`config.mk`:
```
export PLATFORM = sky130hd
export DESIGN_NAME = i2c_target_regs_flat
export DESIGN_NICKNAME = d
export VERILOG_FILES = /design/src/rtl/i2c_target_regs_if.sv /design/src/rtl/i2c_target_regs.sv /design/src/flat_wrapper.sv
export SDC_FILE = /design/constraint.sdc
export NUM_CORES = 1
export LEC_CHECK = 0
export ABC_AREA = 1
export BUFFER_PORTS_ARGS = -buffer_cell sky130_fd_sc_hd__buf_2
export CAP_MARGIN = 10
export CORE_MARGIN = 3
export CORE_UTILIZATION = 53
export DETAILED_ROUTE_END_ITERATION = 10
export GPL_ROUTABILITY_DRIVEN = 0
export PLACE_DENSITY = 0.77
export SYNTH_ARGS = -nofsm -noshare
export SYNTH_HDL_FRONTEND = slang
export SYNTH_SLANG_ARGS = --single-unit
export TNS_END_PERCENT = 30
```
`constraint.sdc`:
```
create_clock -name clk -period 2.04 [get_ports clk]
set_clock_uncertainty 0.05 [all_clocks]
set_input_delay 0.102 -clock clk [delete_from_list [all_inputs] [get_ports clk]]
set_output_delay 0.102 -clock clk [all_outputs]
set_load 0.02 [all_outputs]
```
`src/rtl/i2c_target_regs_if.sv`:
```
// I2C pad-level bundle shared by the target and whatever models the bus.
// scl_i/sda_i are pad levels; scl_o/sda_o are open-drain drives (0 = pull low).
interface i2c_target_regs_if;
  logic scl_i;
  logic sda_i;
  logic scl_o;
  logic sda_o;

  modport master (output scl_i, output sda_i, input scl_o, input sda_o);
  modport slave  (input scl_i, input sda_i, output scl_o, output sda_o);
endinterface

```
`src/rtl/i2c_target_regs.sv`:
```
// I2C target with a byte-wide register file and an auto-incrementing pointer.
// Write: ADDR+W, pointer byte, data bytes. Read: ADDR+R streams from the pointer.
module i2c_target_regs #(
  parameter logic [6:0] I2C_ADDR  = 7'h2A,
  parameter int         NUM_REGS  = 4,
  parameter int         PTR_W     = 8,
  parameter logic [7:0] REG_RESET = 8'h00
) (
  input  logic                  clk,
  input  logic                  rst_n,
  i2c_target_regs_if.slave      bus,
  output logic [NUM_REGS*8-1:0] reg_q,
  output logic                  wr_strobe,
  output logic [7:0]            wr_idx,
  output logic                  busy
);

  localparam int          IDX_W = (NUM_REGS > 1) ? $clog2(NUM_REGS) : 1;
  localparam logic [31:0] NREGS = 32'(NUM_REGS);

  localparam logic [2:0] IDLE   = 3'd0;
  localparam logic [2:0] ADDR   = 3'd1;
  localparam logic [2:0] ACK    = 3'd2;
  localparam logic [2:0] PTR    = 3'd3;
  localparam logic [2:0] WDATA  = 3'd4;
  localparam logic [2:0] RDATA  = 3'd5;
  localparam logic [2:0] IGNORE = 3'd6;

  logic             scl_p0, scl_p1, scl_p2;
  logic             sda_p0, sda_p1, sda_p2;
  logic [2:0]       state, ret_state;
  logic             ack_on;
  logic [3:0]       cnt;
  logic [7:0]       sh, tx, wr_data;
  logic [PTR_W-1:0] ptr;
  logic             sda_drv;
  logic [7:0]       regs [NUM_REGS];

  logic scl_rise, scl_fall, start_cond, stop_cond, ptr_ok;
  logic [7:0] rx_byte, rd_cur, rd_next;

  function automatic logic [PTR_W-1:0] ptr_inc(input logic [PTR_W-1:0] p);
    if (32'(p) == NREGS - 32'd1) return '0;
    if (32'(p) < NREGS) return p + 1'b1;
    return p;
  endfunction

  function automatic logic [7:0] rd_byte(input logic [PTR_W-1:0] p);
    if (32'(p) < NREGS) return regs[p[IDX_W-1:0]];
    return 8'hFF;
  endfunction

  // Stage p0/p1: two-flop synchroniser; p2: previous level for edge decode
  always_ff @(posedge clk or negedge rst_n) begin
    if (!rst_n) begin
      scl_p0 <= 1'b1; scl_p1 <= 1'b1; scl_p2 <= 1'b1;
      sda_p0 <= 1'b1; sda_p1 <= 1'b1; sda_p2 <= 1'b1;
    end else begin
      scl_p0 <= bus.scl_i; scl_p1 <= scl_p0; scl_p2 <= scl_p1;
      sda_p0 <= bus.sda_i; sda_p1 <= sda_p0; sda_p2 <= sda_p1;
    end
  end

  assign scl_rise   = scl_p1 & ~scl_p2;
  assign scl_fall   = ~scl_p1 & scl_p2;
  assign start_cond = ~sda_p1 & sda_p2 & scl_p1 & scl_p2;
  assign stop_cond  = sda_p1 & ~sda_p2 & scl_p1 & scl_p2;
  assign rx_byte    = {sh[6:0], sda_p1};
  assign ptr_ok     = 32'(ptr) < NREGS;
  assign rd_cur     = rd_byte(ptr);
  assign rd_next    = rd_byte(ptr_inc(ptr));

  // Protocol FSM: bus conditions first, then per-state SCL edge handling
  always_ff @(posedge clk or negedge rst_n) begin
    if (!rst_n) begin
      state <= IDLE; ret_state <= IDLE; ack_on <= 1'b0; cnt <= '0;
      sh <= '0; tx <= '1; ptr <= '0; sda_drv <= 1'b1; busy <= 1'b0;
      wr_strobe <= 1'b0; wr_idx <= '0; wr_data <= '0;
    end else begin
      wr_strobe <= 1'b0;
      if (start_cond) begin
        state <= ADDR; cnt <= '0; sda_drv <= 1'b1; busy <= 1'b1; ack_on <= 1'b0;
      end else if (stop_cond) begin
        state <= IDLE; sda_drv <= 1'b1; busy <= 1'b0; ack_on <= 1'b0;
      end else begin
        case (state)
          ADDR, PTR, WDATA: if (scl_rise) begin
            sh  <= rx_byte;
            cnt <= cnt + 4'd1;
            if (cnt == 4'd7) begin
              cnt   <= '0;
              state <= ACK;
              if (state == ADDR) begin
                if (rx_byte[7:1] == I2C_ADDR) ret_state <= rx_byte[0] ? RDATA : PTR;
                else state <= IGNORE;
              end else if (state == PTR) begin
                ptr <= rx_byte;
                ret_state <= WDATA;
              end else begin
                if (ptr_ok) begin
                  wr_strobe <= 1'b1;
                  wr_idx    <= ptr;
                  wr_data   <= rx_byte;
                end
                ptr <= ptr_inc(ptr);
                ret_state <= WDATA;
              end
            end
          end
          ACK: if (scl_fall) begin
            if (!ack_on) begin
              sda_drv <= 1'b0;
              ack_on  <= 1'b1;
            end else begin
              ack_on <= 1'b0;
              cnt    <= '0;
              state  <= ret_state;
              if (ret_state == RDATA) begin
                sda_drv <= rd_cur[7];
                tx      <= {rd_cur[6:0], 1'b1};
              end else begin
                sda_drv <= 1'b1;
              end
            end
          end
          RDATA: begin
            // Shifting in ones releases SDA automatically after bit 0
            if (scl_fall) begin
              sda_drv <= tx[7];
              tx      <= {tx[6:0], 1'b1};
            end
            if (scl_rise) begin
              cnt <= cnt + 4'd1;
              if (cnt == 4'd8) begin
                if (!sda_p1) begin
                  ptr <= ptr_inc(ptr);
                  tx  <= rd_next;
                  cnt <= '0;
                end else begin
                  state <= IGNORE;
                end
              end
            end
          end
          default: ;
        endcase
      end
    end
  end

  // Register file commits one clk after the strobe is raised
  always_ff @(posedge clk or negedge rst_n) begin
    if (!rst_n) begin
      for (int k = 0; k < NUM_REGS; k++) regs[k] <= REG_RESET;
    end else if (wr_strobe) begin
      regs[wr_idx[IDX_W-1:0]] <= wr_data;
    end
  end

  for (genvar k = 0; k < NUM_REGS; k++) begin : g_flat
    assign reg_q[8*k +: 8] = regs[k];
  end

  assign bus.sda_o = sda_drv;
  assign bus.scl_o = 1'b1;

endmodule

```
`src/flat_wrapper.sv`:
```
// flat-port wrapper written by rule: the top's interface ports become plain ports
module i2c_target_regs_flat 
#(
  parameter logic [6:0] I2C_ADDR  = 7'h2A,
  parameter int         NUM_REGS  = 4,
  parameter int         PTR_W     = 8,
  parameter logic [7:0] REG_RESET = 8'h00
)
  (clk, rst_n, reg_q, wr_strobe, wr_idx, busy, bus_scl_i, bus_sda_i, bus_scl_o, bus_sda_o);
  i2c_target_regs_if bus_i ();
  input  logic clk;
  input  logic rst_n;
  output logic [NUM_REGS*8-1:0] reg_q;
  output logic wr_strobe;
  output logic [7:0] wr_idx;
  output logic busy;
  input wire logic [$bits(bus_i.scl_i)-1:0] bus_scl_i;
  input wire logic [$bits(bus_i.sda_i)-1:0] bus_sda_i;
  output wire logic [$bits(bus_i.scl_o)-1:0] bus_scl_o;
  output wire logic [$bits(bus_i.sda_o)-1:0] bus_sda_o;
  assign bus_i.scl_i = bus_scl_i;
  assign bus_i.sda_i = bus_sda_i;
  assign bus_scl_o = bus_i.scl_o;
  assign bus_sda_o = bus_i.sda_o;
  i2c_target_regs #(.I2C_ADDR(I2C_ADDR), .NUM_REGS(NUM_REGS), .PTR_W(PTR_W), .REG_RESET(REG_RESET)) u_core (.clk(clk), .rst_n(rst_n), .bus(bus_i), .reg_q(reg_q), .wr_strobe(wr_strobe), .wr_idx(wr_idx), .busy(busy));
endmodule
```
==> results.sh, run 1 <==
export IMPL_dp_hpwl_mm=8.81
export IMPL_nets=676
export IMPL_post_synth_top_area_fraction_pct=39.6
export IMPL_maxSlewHeadroom_pct=60.8
export IMPL_synth_seq_cells=91
export IMPL_dieHeight_um=101
export IMPL_timing_rr_end="u_core.tx[3]$_DFFE_PN1P_"
export IMPL_critPathArrivalTime_ps=2130
export IMPL_path_clk_slew_ps=110
export IMPL_dieWidth_um=101
export IMPL_top_level_ports=48
export IMPL_worstSkewPairLatency_ps=370
export IMPL_fin_crit_sh_pct=92.5
export IMPL_dr_pass1_iters=5
export IMPL_end_kind="flop"
export IMPL_layout_common_cells="nand2_1 (141), inv_1 (82), dfrtp_1 (76)"
export IMPL_drive_gt1_share_pct=20.1
export IMPL_fmax_mhz=530
export IMPL_syn_inst=614
export IMPL_antenna_cells=0
export IMPL_cts_root_buffer="clkbuf_8"
export IMPL_worstReg2RegStart="u_core.ptr[3]$_DFFE_PN0P_"
export IMPL_drv_slew=0
export IMPL_die_area_mm2=0.0102
export IMPL_drtIter0Drc=285
export IMPL_avgViaCountPerCell=5.58
export IMPL_gr_usage_all_layers_pct=24.7
export IMPL_synth_async_reset_ratio_pct=100
export IMPL_cts_tree="done"
export IMPL_dp_cells=762
export IMPL_cap_viol_max_count=0
export IMPL_instances_no_fill=781
export IMPL_drt_total_wl_mm=11.9
export IMPL_antenna_found_initial=0
export IMPL_setup_viol=0
export IMPL_num_vias=4355
export IMPL_fin_crit_ps=1890
export IMPL_core_area_mm2=0.00876
export IMPL_start_kind="flop"
export IMPL_yosysTopAreaCell="dfrtp_1"
export IMPL_routedWlPerCell_um=15.3
export IMPL_yosysSeqAreaShare_pct=47.8
export IMPL_hold_ws_ps=170
export IMPL_rows=34
export IMPL_io_buffers=46
export IMPL_rsz0062_at_grt="no"
export IMPL_powerDensity_mw_per_mm2=1170
export IMPL_grt_pass1_vias=4309
export IMPL_synth_cell_types=35
export IMPL_nFillCells=771
export IMPL_layout_commonest_cell="nand2_1"
export IMPL_ant_nets=0
export IMPL_grt_max_degree=55
export IMPL_final_util_pct=62.6
export IMPL_synth_top_cells_by_area="dfrtp_1 (40%), nand2_1 (11%), dfstp_2 (8.2%)"
export IMPL_synth_avg_cell_area_um2=7.82
export IMPL_finalSetupTns_ps=0
export IMPL_p_leak_nw=2.58
export IMPL_numCtsBuffers=9
export IMPL_areaGrowthSynthToFinish_pct=14.2
export IMPL_syn_nets=622
export IMPL_reg2reg_depth=11
export IMPL_tightest_slew_ps=586
export IMPL_h_tree_depth=3
export IMPL_p_total_mw=6.40
export IMPL_cts_buffer_depth=2
export IMPL_clock_sinks=91
export IMPL_hold_viol=0
export IMPL_synth_edf_count=0
export IMPL_status="complete, no violations"
export IMPL_cp_required_ps=2280
export IMPL_critPathMaxFanout=16
export IMPL_yosysWarnings=0
export IMPL_synth_main_ff_cell="dfrtp_1"
export IMPL_netlist_area_mm2=0.00480
export IMPL_rrSetupSlack_ps=150
export IMPL_peakVddDrop_uv=623
export IMPL_drt_drc_violations_left=0
export IMPL_hp_class="primary input to async pin"
export IMPL_grt_pass1_wl_mm=20.2
export IMPL_crit_type="flop to flop"
export IMPL_overflow=0
export IMPL_start_util_pct=54.8
per-stage QoR:
step / setup slack (ps) / cell area, um^2
after global placement: 163 / 5190
after floorplan: 51.2 / 4800
after global routing: 22.4 / 5490
final: 153 / 5490
after detailed placement: 100 / 5190
after CTS: 88.7 / 5460
area by class of cell:
class / instances / area, um^2 / share of cell area, %
Clock buffer: 10 / 128 / 2.33
Clock inverter: 6 / 119 / 2.17
Inverter: 95 / 367 / 6.68
Multi-Input combinational cell: 408 / 2060 / 37.5
Sequential cell: 91 / 2300 / 41.8
Tap cell: 108 / 135 / 2.46
Timing Repair Buffer: 63 / 384 / 7.00
cell families (layout without fill, tap and decap cells):
family,Yosys count,count (layout),share of synthesized area [%]
and+or+nand+nor,264,264,24.9
AOI/OAI and AO/OA,139,139,16.5
buffers and inverters,115,174,9.74
DFF,91,91,47.8
adders and majority gates,4,4,1.04
other,1,1,0.0781
where the power goes:
part	internal [mW]	leakage (nW)	switching, mW	total [mW]
Combinational	0.932	1.25	1.78	2.71
Sequential	1.99	1.20	0.182	2.17
Clock	0.833	0.123	0.686	1.52
worst max path at each step:
stage	from	endpoint	slack, ps	cells past startpoint
finish	u_core.ptr[3]$_DFFE_PN0P_	u_core.tx[3]$_DFFE_PN1P_	150	11
global placement	u_core.sda_p1$_DFF_PN1_	u_core.ptr[1]$_DFFE_PN0P_	160	9
detailed placement	u_core.sda_p1$_DFF_PN1_	u_core.ptr[1]$_DFFE_PN0P_	100	9
global route	u_core.state[2]$_DFFE_PN0P_	u_core.wr_idx[5]$_DFFE_PN0P_	20	8
floorplan	u_core.ptr[5]$_DFFE_PN0P_	u_core.tx[5]$_DFFE_PN1P_	50	11
CTS	u_core.sda_p1$_DFF_PN1_	u_core.ptr[1]$_DFFE_PN0P_	90	9
repair_timing:
| item | CTS | global route |
|---|---|---|
| hold buffers | 3 | 0 |
| setup buffers | 0 | 0 |
| setup endpoints to repair | 0 | 13 |
| resized for setup | 0 | 6 |
| hold endpoints to repair | 24 | 0 |
metal layers:
layer / GRT usage, % / share of wire, % / vias up
li1: - / - / 2097
met1: 32.0 / 42 / 2077
met2: 41.8 / 50 / 149
met3: 3.17 / 5.0 / 32
met4: 10.6 / 3.1 / 0
met5: 0 / 0 / -
registers in the layout, indices dropped and copies added (netlist names), 3 cells and up:
signal            cells
u_core.cnt            4
u_core.ptr            8
u_core.reg_q         32
u_core.ret_state      3
u_core.sh             7
u_core.state          3
u_core.tx             8
u_core.wr_data        8
u_core.wr_idx         8
cell usage after synthesis, types with 2 or more instances:
| master | n |
|---|---|
| a21oi_1 | 29 |
| a21oi_2 | 5 |
| a31oi_1 | 3 |
| buf_2 | 6 |
| buf_4 | 3 |
| clkbuf_1 | 10 |
| clkinv_4 | 2 |
| dfrtp_1 | 76 |
| dfstp_2 | 15 |
| ha_1 | 4 |
| inv_1 | 82 |
| inv_2 | 10 |
| nand2_1 | 141 |
| nand2_2 | 4 |
| nand2_4 | 4 |
| nand3_1 | 60 |
| nand3_2 | 3 |
| nand4_1 | 8 |
| nor2_1 | 34 |
| nor2_2 | 2 |
| nor2_4 | 2 |
| nor3_1 | 4 |
| nor3_4 | 2 |
| o211ai_1 | 9 |
| o21ai_0 | 63 |
| o21ai_1 | 17 |
| o21ai_2 | 7 |
| o31ai_1 | 2 |
critical path, stage by stage, from the launching register on:
cell and delay, ps:
dfrtp_1 410, nor2_2 170, nand3_1 160, inv_2 90, ha_1 230, clkinv_1 100, buf_6 180, nand3_1 100
nand3_1 120, nand3_1 100, nand2_1 70, a21oi_1 60
(Power assumes the default switching activity.)
==> run 2: changes to the inputs <==
--- a/config.mk
+++ b/config.mk
@@ -5,10 +5,9 @@
 export SDC_FILE = /design/constraint.sdc
 export NUM_CORES = 1
 export LEC_CHECK = 0
-export ABC_AREA = 1
 export BUFFER_PORTS_ARGS = -buffer_cell sky130_fd_sc_hd__buf_2
 export CAP_MARGIN = 10
-export CORE_MARGIN = 3
+export CORE_MARGIN = 10
 export CORE_UTILIZATION = 53
 export DETAILED_ROUTE_END_ITERATION = 10
 export GPL_ROUTABILITY_DRIVEN = 0
==> run 2 against run 1 <==
Effect of this change: the run now ends with negative setup slack left; wire length rose by 8.1%; critical path depth down 4; core utilization up 4.8 points; worst hold slack gained 55 ps; die area increased by 28%; area after synthesis shrank 1.7%; worst setup slack got worse by 290 ps; critical endpoint is now u_core.wr_data[0]$_DFFE_PN0P_; sequential power grew 13%; design area grew 6.7%; synthesized cell count decreased by 33%; largest power group unchanged.
==> results.sh, run 2 <==
export IMPL_cts_buffer_depth=2
export IMPL_synth_commonest_cells="dfrtp_1 (76), mux2_2 (42), nand2_1 (31)"
export IMPL_synth_top_cells_by_area="dfrtp_1 (40%), mux2_2 (10%), dfstp_2 (8.4%)"
export IMPL_cpMostUsedCell="nor4_4"
export IMPL_slowest_delay_ps=420
export IMPL_dr_pass1_iters=7
export IMPL_maxSlewHeadroom_pct=57.5
export IMPL_critPathMaxFanout=11
export IMPL_cp_required_ps=2250
export IMPL_num_vias=3865
export IMPL_ant_nets=0
export IMPL_dp_cells=598
export IMPL_synth_cell_types=61
export IMPL_synth_main_ff_cell="dfrtp_1"
export IMPL_numCtsBuffers=9
export IMPL_hold_ws_ps=225
export IMPL_netlist_area_mm2=0.00472
export IMPL_final_util_pct=67.4
export IMPL_cap_viol_max_count=0
export IMPL_syn_nets=420
export IMPL_drive_gt1_share_pct=42.8
export IMPL_nets=519
export IMPL_instances_no_fill=624
export IMPL_drv_slew=0
export IMPL_cts_tree="done"
export IMPL_p_leak_nw=2.72
export IMPL_synth_seq_cells=91
export IMPL_dieHeight_um=114
export IMPL_nFillCells=650
export IMPL_hold_viol=0
export IMPL_grt_max_degree=48
export IMPL_crit_chain="nor4_4 -> nand2_2 -> buf_6 -> buf_4 -> nor4_4 -> buf_12 -> mux2_1"
export IMPL_fmax_mhz=459
export IMPL_p_total_mw=7.67
export IMPL_grt_pass1_wl_mm=20.5
export IMPL_drt_drc_violations_left=0
export IMPL_powerDensity_mw_per_mm2=1310
export IMPL_path_delay_family="simple AND/OR/NAND/NOR gates"
export IMPL_h_tree_depth=3
export IMPL_fin_area_mm2=0.00585
export IMPL_clock_sinks=91
export IMPL_cts_root_buffer="clkbuf_8"
export IMPL_synth_edf_count=0
export IMPL_start_kind="flop"
export IMPL_finalWorstSetupSlack_ps=-136
export IMPL_avgViaCountPerCell=6.19
export IMPL_crit_type="flop to flop"
export IMPL_setup_viol=31
export IMPL_hp_class="primary input to async pin"
export IMPL_die_area_mm2=0.0131
export IMPL_post_synth_top_area_fraction_pct=40.3
export IMPL_yosysWarnings=0
export IMPL_synth_avg_cell_area_um2=11.5
export IMPL_layout_commonest_cell="dfrtp_1"
export IMPL_rsz0062_at_grt="yes"
export IMPL_finalSetupTns_ps=-2200
export IMPL_io_buffers=46
export IMPL_yosysSeqAreaShare_pct=48.6
export IMPL_start_util_pct=54.4
export IMPL_dpl_cell_area_mm2=0.00543
export IMPL_fin_crit_ps=2180
export IMPL_synth_async_reset_ratio_pct=100
export IMPL_core_area_mm2=0.00868
export IMPL_fin_crit_sh_pct=107
export IMPL_worstSkewPairLatency_ps=370
export IMPL_drtIter0Drc=338
export IMPL_synth_most_common_cell="dfrtp_1"
export IMPL_dp_hpwl_mm=9.29
export IMPL_antenna_cells=0
export IMPL_critPathSlowestCell="dfrtp_1"
export IMPL_layout_common_cells="dfrtp_1 (76), buf_4 (50), buf_2 (46)"
export IMPL_largest_reg_flops=32
export IMPL_routedWlPerCell_um=20.7
export IMPL_grt_pass1_vias=3940
export IMPL_antenna_found_initial=0
export IMPL_drt_total_wl_mm=12.9
export IMPL_overflow=0
export IMPL_end_kind="flop"
export IMPL_path_clk_slew_ps=100
export IMPL_peakVddDrop_uv=739
export IMPL_rows=34
export IMPL_tightest_slew_ps=638
export IMPL_top_level_ports=48
export IMPL_critPathArrivalTime_ps=2380
export IMPL_syn_inst=412
export IMPL_cp_num_buf_inv=3
export IMPL_post_place_ws_ps=-127
export IMPL_yosysTopAreaCell="dfrtp_1"
export IMPL_status="complete, but fails checks"
export IMPL_dieWidth_um=114
export IMPL_gr_usage_all_layers_pct=19.6
export IMPL_violations="negative setup slack"
export IMPL_areaGrowthSynthToFinish_pct=24.0
==> run 2: changes by cell type after synthesis, sizes merged, moves of 10 or more <==
| cell | change |
|---|---|
| a211oi | +12 |
| a21oi | -30 |
| inv | -77 |
| mux2 | +56 |
| mux2i | +12 |
| nand2 | -116 |
| nand3 | -52 |
| nand3b | +10 |
| nor2 | -16 |
| nor2b | +15 |
| o21ai | -71 |
==> run 2: final cells by class <==
| class | count | area (um^2) | share of cell area (%) |
|---|---|---|---|
| multi-input cells | 288 | 2440 | 41.7 |
| flip-flops and latches | 91 | 2300 | 39.2 |
| repair buffers | 105 | 721 | 12.3 |
| well taps | 108 | 135 | 2.31 |
| clock buffers | 9 | 124 | 2.12 |
| clock inverters | 7 | 70.1 | 1.20 |
| inverters | 16 | 65.1 | 1.11 |
==> run 2: what timing repair did <==
action	CTS	global route
endpoints found under the hold margin	37	0
gates cloned	0	1
setup endpoints to repair	29	34
hold buffers	3	0
pin swaps	3	10
gates resized for setup	7	24
setup buffers	2	4
==> run 2: routing by layer <==
layer / track usage (%) / wire length, um / vias to the layer above / share of wire (%)
met5: 0 / 0 / - / 0
met4: 8.10 / 350 / 0 / 2.7
met3: 3.67 / 827 / 31 / 6.4
met2: 31.9 / 6340 / 180 / 49
met1: 25.0 / 5380 / 1933 / 42
li1: - / - / 1721 / -
==> run 2: power by group <==
part / internal (mW) / leakage, nW / switching (mW) / total, mW
clock network: 0.477 / 0.0955 / 0.750 / 1.23
registers: 2.15 / 1.19 / 0.299 / 2.45
logic: 1.83 / 1.44 / 2.17 / 3.99
==> run 2: cells by family (layout without fill, tap and decap cells) <==
| family | count (synthesis) | after routing | share of synthesized area, % |
|---|---|---|---|
| multiplexers | 76 | 76 | 19.8 |
| XOR/XNOR | 2 | 2 | 0.371 |
| adder cells (fa/ha/maj) | 4 | 4 | 1.06 |
| AND/OR/NAND/NOR | 124 | 124 | 14.7 |
| buffers and inverters | 33 | 137 | 2.89 |
| other | 1 | 1 | 0.0795 |
| AO/OA/AOI/OAI | 81 | 81 | 12.5 |
| flip-flops | 91 | 91 | 48.6 |
==> run 2: path summary, 6_finish.rpt <==
path | from | endpoint | slack [ps] | cells after the start
worst max-delay path | u_core.ptr[3]$_DFFE_PN0P_ | u_core.wr_data[0]$_DFFE_PN0P_ | -140 | 7
worst min-delay path | rst_n | u_core.cnt[3]$_DFFE_PN0P_ | 230 | 2
worst max register to register | u_core.ptr[3]$_DFFE_PN0P_ | u_core.wr_data[0]$_DFFE_PN0P_ | -140 | 7
worst min register to register | u_core.sda_p0$_DFF_PN1_ | u_core.sda_p1$_DFF_PN1_ | 310 | 0
max in group asynchronous | rst_n | u_core.tx[0]$_DFFE_PN1P_ | 1040 | 3
min in group clk | bus_sda_i | u_core.sda_p0$_DFF_PN1_ | 310 | 2
==> run 3: changes to the inputs <==
--- a/config.mk
+++ b/config.mk
@@ -12,6 +12,7 @@
 export DETAILED_ROUTE_END_ITERATION = 10
 export GPL_ROUTABILITY_DRIVEN = 0
 export PLACE_DENSITY = 0.77
+export SETUP_SLACK_MARGIN = 0.15
 export SYNTH_ARGS = -nofsm -noshare
 export SYNTH_HDL_FRONTEND = slang
 export SYNTH_SLANG_ARGS = --single-unit
==> run 3 against run 2 <==
Effect of this change: the flow still finishes with violations (negative setup slack); combinational power rose by 5.5%; worst hold slack got worse by 27 ps; first-iteration DRC count rose by 12%; cell count fell by 0.48%; largest cell class unchanged; highest routed layer unchanged.
==> results.sh, run 3 (synthesis results as in run 2) <==
export IMPL_drtIter0Drc=380
export IMPL_top_level_ports=48
export IMPL_layout_commonest_cell="dfrtp_1"
export IMPL_antenna_cells=0
export IMPL_num_vias=3820
export IMPL_avgViaCountPerCell=6.15
export IMPL_fin_area_mm2=0.00597
export IMPL_worstSkewPairLatency_ps=370
export IMPL_grt_pass1_wl_mm=20.9
export IMPL_crit_type="flop to flop"
export IMPL_grt_max_degree=53
export IMPL_die_area_mm2=0.0131
export IMPL_critPathMaxFanout=9
export IMPL_grtUsageMet3_pct=4.30
export IMPL_peakVddDrop_uv=987
export IMPL_dr_pass1_iters=7
export IMPL_dieHeight_um=114
export IMPL_top_usage_layer="met2"
export IMPL_dpl_cell_area_mm2=0.00549
export IMPL_start_util_pct=54.4
export IMPL_tightest_slew_ps=538
export IMPL_timing_rr_end="u_core.tx[0]$_DFFE_PN1P_"
export IMPL_h_tree_depth=3
export IMPL_numCtsBuffers=9
export IMPL_setup_viol=21
export IMPL_rows=34
export IMPL_io_buffers=46
export IMPL_cts_tree="done"
export IMPL_p_leak_nw=2.73
export IMPL_status="complete, but fails checks"
export IMPL_critPathArrivalTime_ps=2440
export IMPL_clock_sinks=91
export IMPL_nets=516
export IMPL_grt_pass1_vias=3874
export IMPL_start_kind="flop"
export IMPL_routedWlPerCell_um=20.9
export IMPL_hp_class="primary input to async pin"
export IMPL_drt_total_wl_mm=13.0
export IMPL_cts_buffer_depth=2
export IMPL_core_area_mm2=0.00868
export IMPL_reg2reg_depth=9
export IMPL_grtUsageMet1_pct=27.1
export IMPL_largest_reg_flops=32
export IMPL_layout_common_cells="dfrtp_1 (76), buf_4 (47), buf_2 (45)"
export IMPL_rsz0062_at_grt="yes"
export IMPL_fmax_mhz=458
export IMPL_drive_gt1_share_pct=46.6
export IMPL_dp_hpwl_mm=9.24
export IMPL_antenna_found_initial=0
export IMPL_gr_usage_all_layers_pct=19.9
export IMPL_post_place_ws_ps=-137
export IMPL_cap_viol_max_count=0
export IMPL_overflow=0
export IMPL_rrSetupSlack_ps=-140
export IMPL_dieWidth_um=114
export IMPL_powerDensity_mw_per_mm2=1310
export IMPL_drv_slew=0
export IMPL_fin_crit_sh_pct=107
export IMPL_violations="negative setup slack"
export IMPL_cp_required_ps=2300
export IMPL_ant_nets=0
export IMPL_gr_usage_met2_pct=30.9
export IMPL_fin_crit_ps=2180
export IMPL_worstReg2RegStart="u_core.ptr[6]$_DFFE_PN0P_"
export IMPL_end_kind="flop"
export IMPL_areaGrowthSynthToFinish_pct=26.6
export IMPL_hold_viol=0
export IMPL_path_clk_slew_ps=110
export IMPL_finalWorstSetupSlack_ps=-143
export IMPL_cts_root_buffer="clkbuf_8"
export IMPL_maxSlewHeadroom_pct=64.1
export IMPL_drt_drc_violations_left=0
-- run 3: changes by cell type in the layout (fill, tap and decap cells not counted), moves of 2 or more --
cell / previous run / this run
a221oi_1: 1 / 3
a221oi_2: 4 / 2
buf_4: 50 / 47
clkinv_4: 2 / 4
mux2_1: 13 / 1
mux2_4: 1 / 13
nand2b_1: 6 / 4
nand2b_4: 1 / 3
nor2b_4: 0 / 2
o21ai_0: 9 / 6
o21ai_1: 4 / 6
-- run 3: final cells by class --
type / instances / area [um^2]
sequential: 91 / 2300
fill: 633 / 2700
inverter: 16 / 65.1
clock inverter: 7 / 66.3
timing repair buffer: 102 / 717
clock buffer: 9 / 124
tap: 108 / 135
multi-input combinational: 288 / 2570
-- run 3: through the flow --
stage | total power, mW | TNS (ps) | cells | util (%) | hold slack, ps
finish | 7.85 | -1540 | 621 | 68.8 | 198
global route | 8.30 | -3530 | 621 | 68.8 | 245
CTS | 7.52 | -534 | 620 | 67.8 | 214
detailed placement | 6.02 | -1070 | 600 | 63.3 | 71.6
global placement | 5.91 | -416 | 600 | 63.3 | 62.5
floorplan | 4.79 | -1450 | 412 | - | -244
-- run 3: worst max path at each step --
stage | end | startpoint
2_1_floorplan | u_core.tx[0]$_DFFE_PN1P_ | u_core.ptr[3]$_DFFE_PN0P_
5_1_grt | u_core.tx[0]$_DFFE_PN1P_ | u_core.ptr[6]$_DFFE_PN0P_
6_report | u_core.tx[0]$_DFFE_PN1P_ | u_core.ptr[6]$_DFFE_PN0P_
3_5_place_dp | u_core.cnt[0]$_DFFE_PN0P_ | u_core.scl_p2$_DFF_PN1_
4_1_cts | u_core.tx[0]$_DFFE_PN1P_ | u_core.ptr[3]$_DFFE_PN0P_
3_3_place_gp | u_core.cnt[0]$_DFFE_PN0P_ | u_core.scl_p2$_DFF_PN1_
-- run 3: timing repair --
| item | in CTS | in global routing |
|---|---|---|
| hold buffers | 3 | 0 |
| pin swaps | 8 | 7 |
| setup endpoints to repair | 42 | 41 |
| gates resized for setup | 34 | 21 |
| setup buffers | 1 | 1 |
| gates cloned | 0 | 0 |
| hold endpoints to repair | 26 | 0 |
-- run 3: per-layer routing --
layer	up-vias	share of wire (%)	routed length (um)
met5	-	0	0
met4	0	2.4	318
met3	36	6.4	830
met2	166	47	6130
met1	1896	44	5730
li1	1722	-	-
-- run 3: worst max-delay path, cell delays in order (launching register included) --
cell and delay, ps:
dfrtp_1 430, nor4_4 340, nand2_2 140, clkinv_4 80, ha_4 240, nand2b_4 170
a22oi_2 170, o2111ai_2 130, a211oi_2 240, o32a_1 160
-- run 3: where the power goes --
group / switching, mW / leakage [nW] / internal, mW / total, mW
registers: 0.300 / 1.19 / 2.15 / 2.45
logic: 2.25 / 1.45 / 1.96 / 4.21
clock network: 0.720 / 0.0982 / 0.476 / 1.20
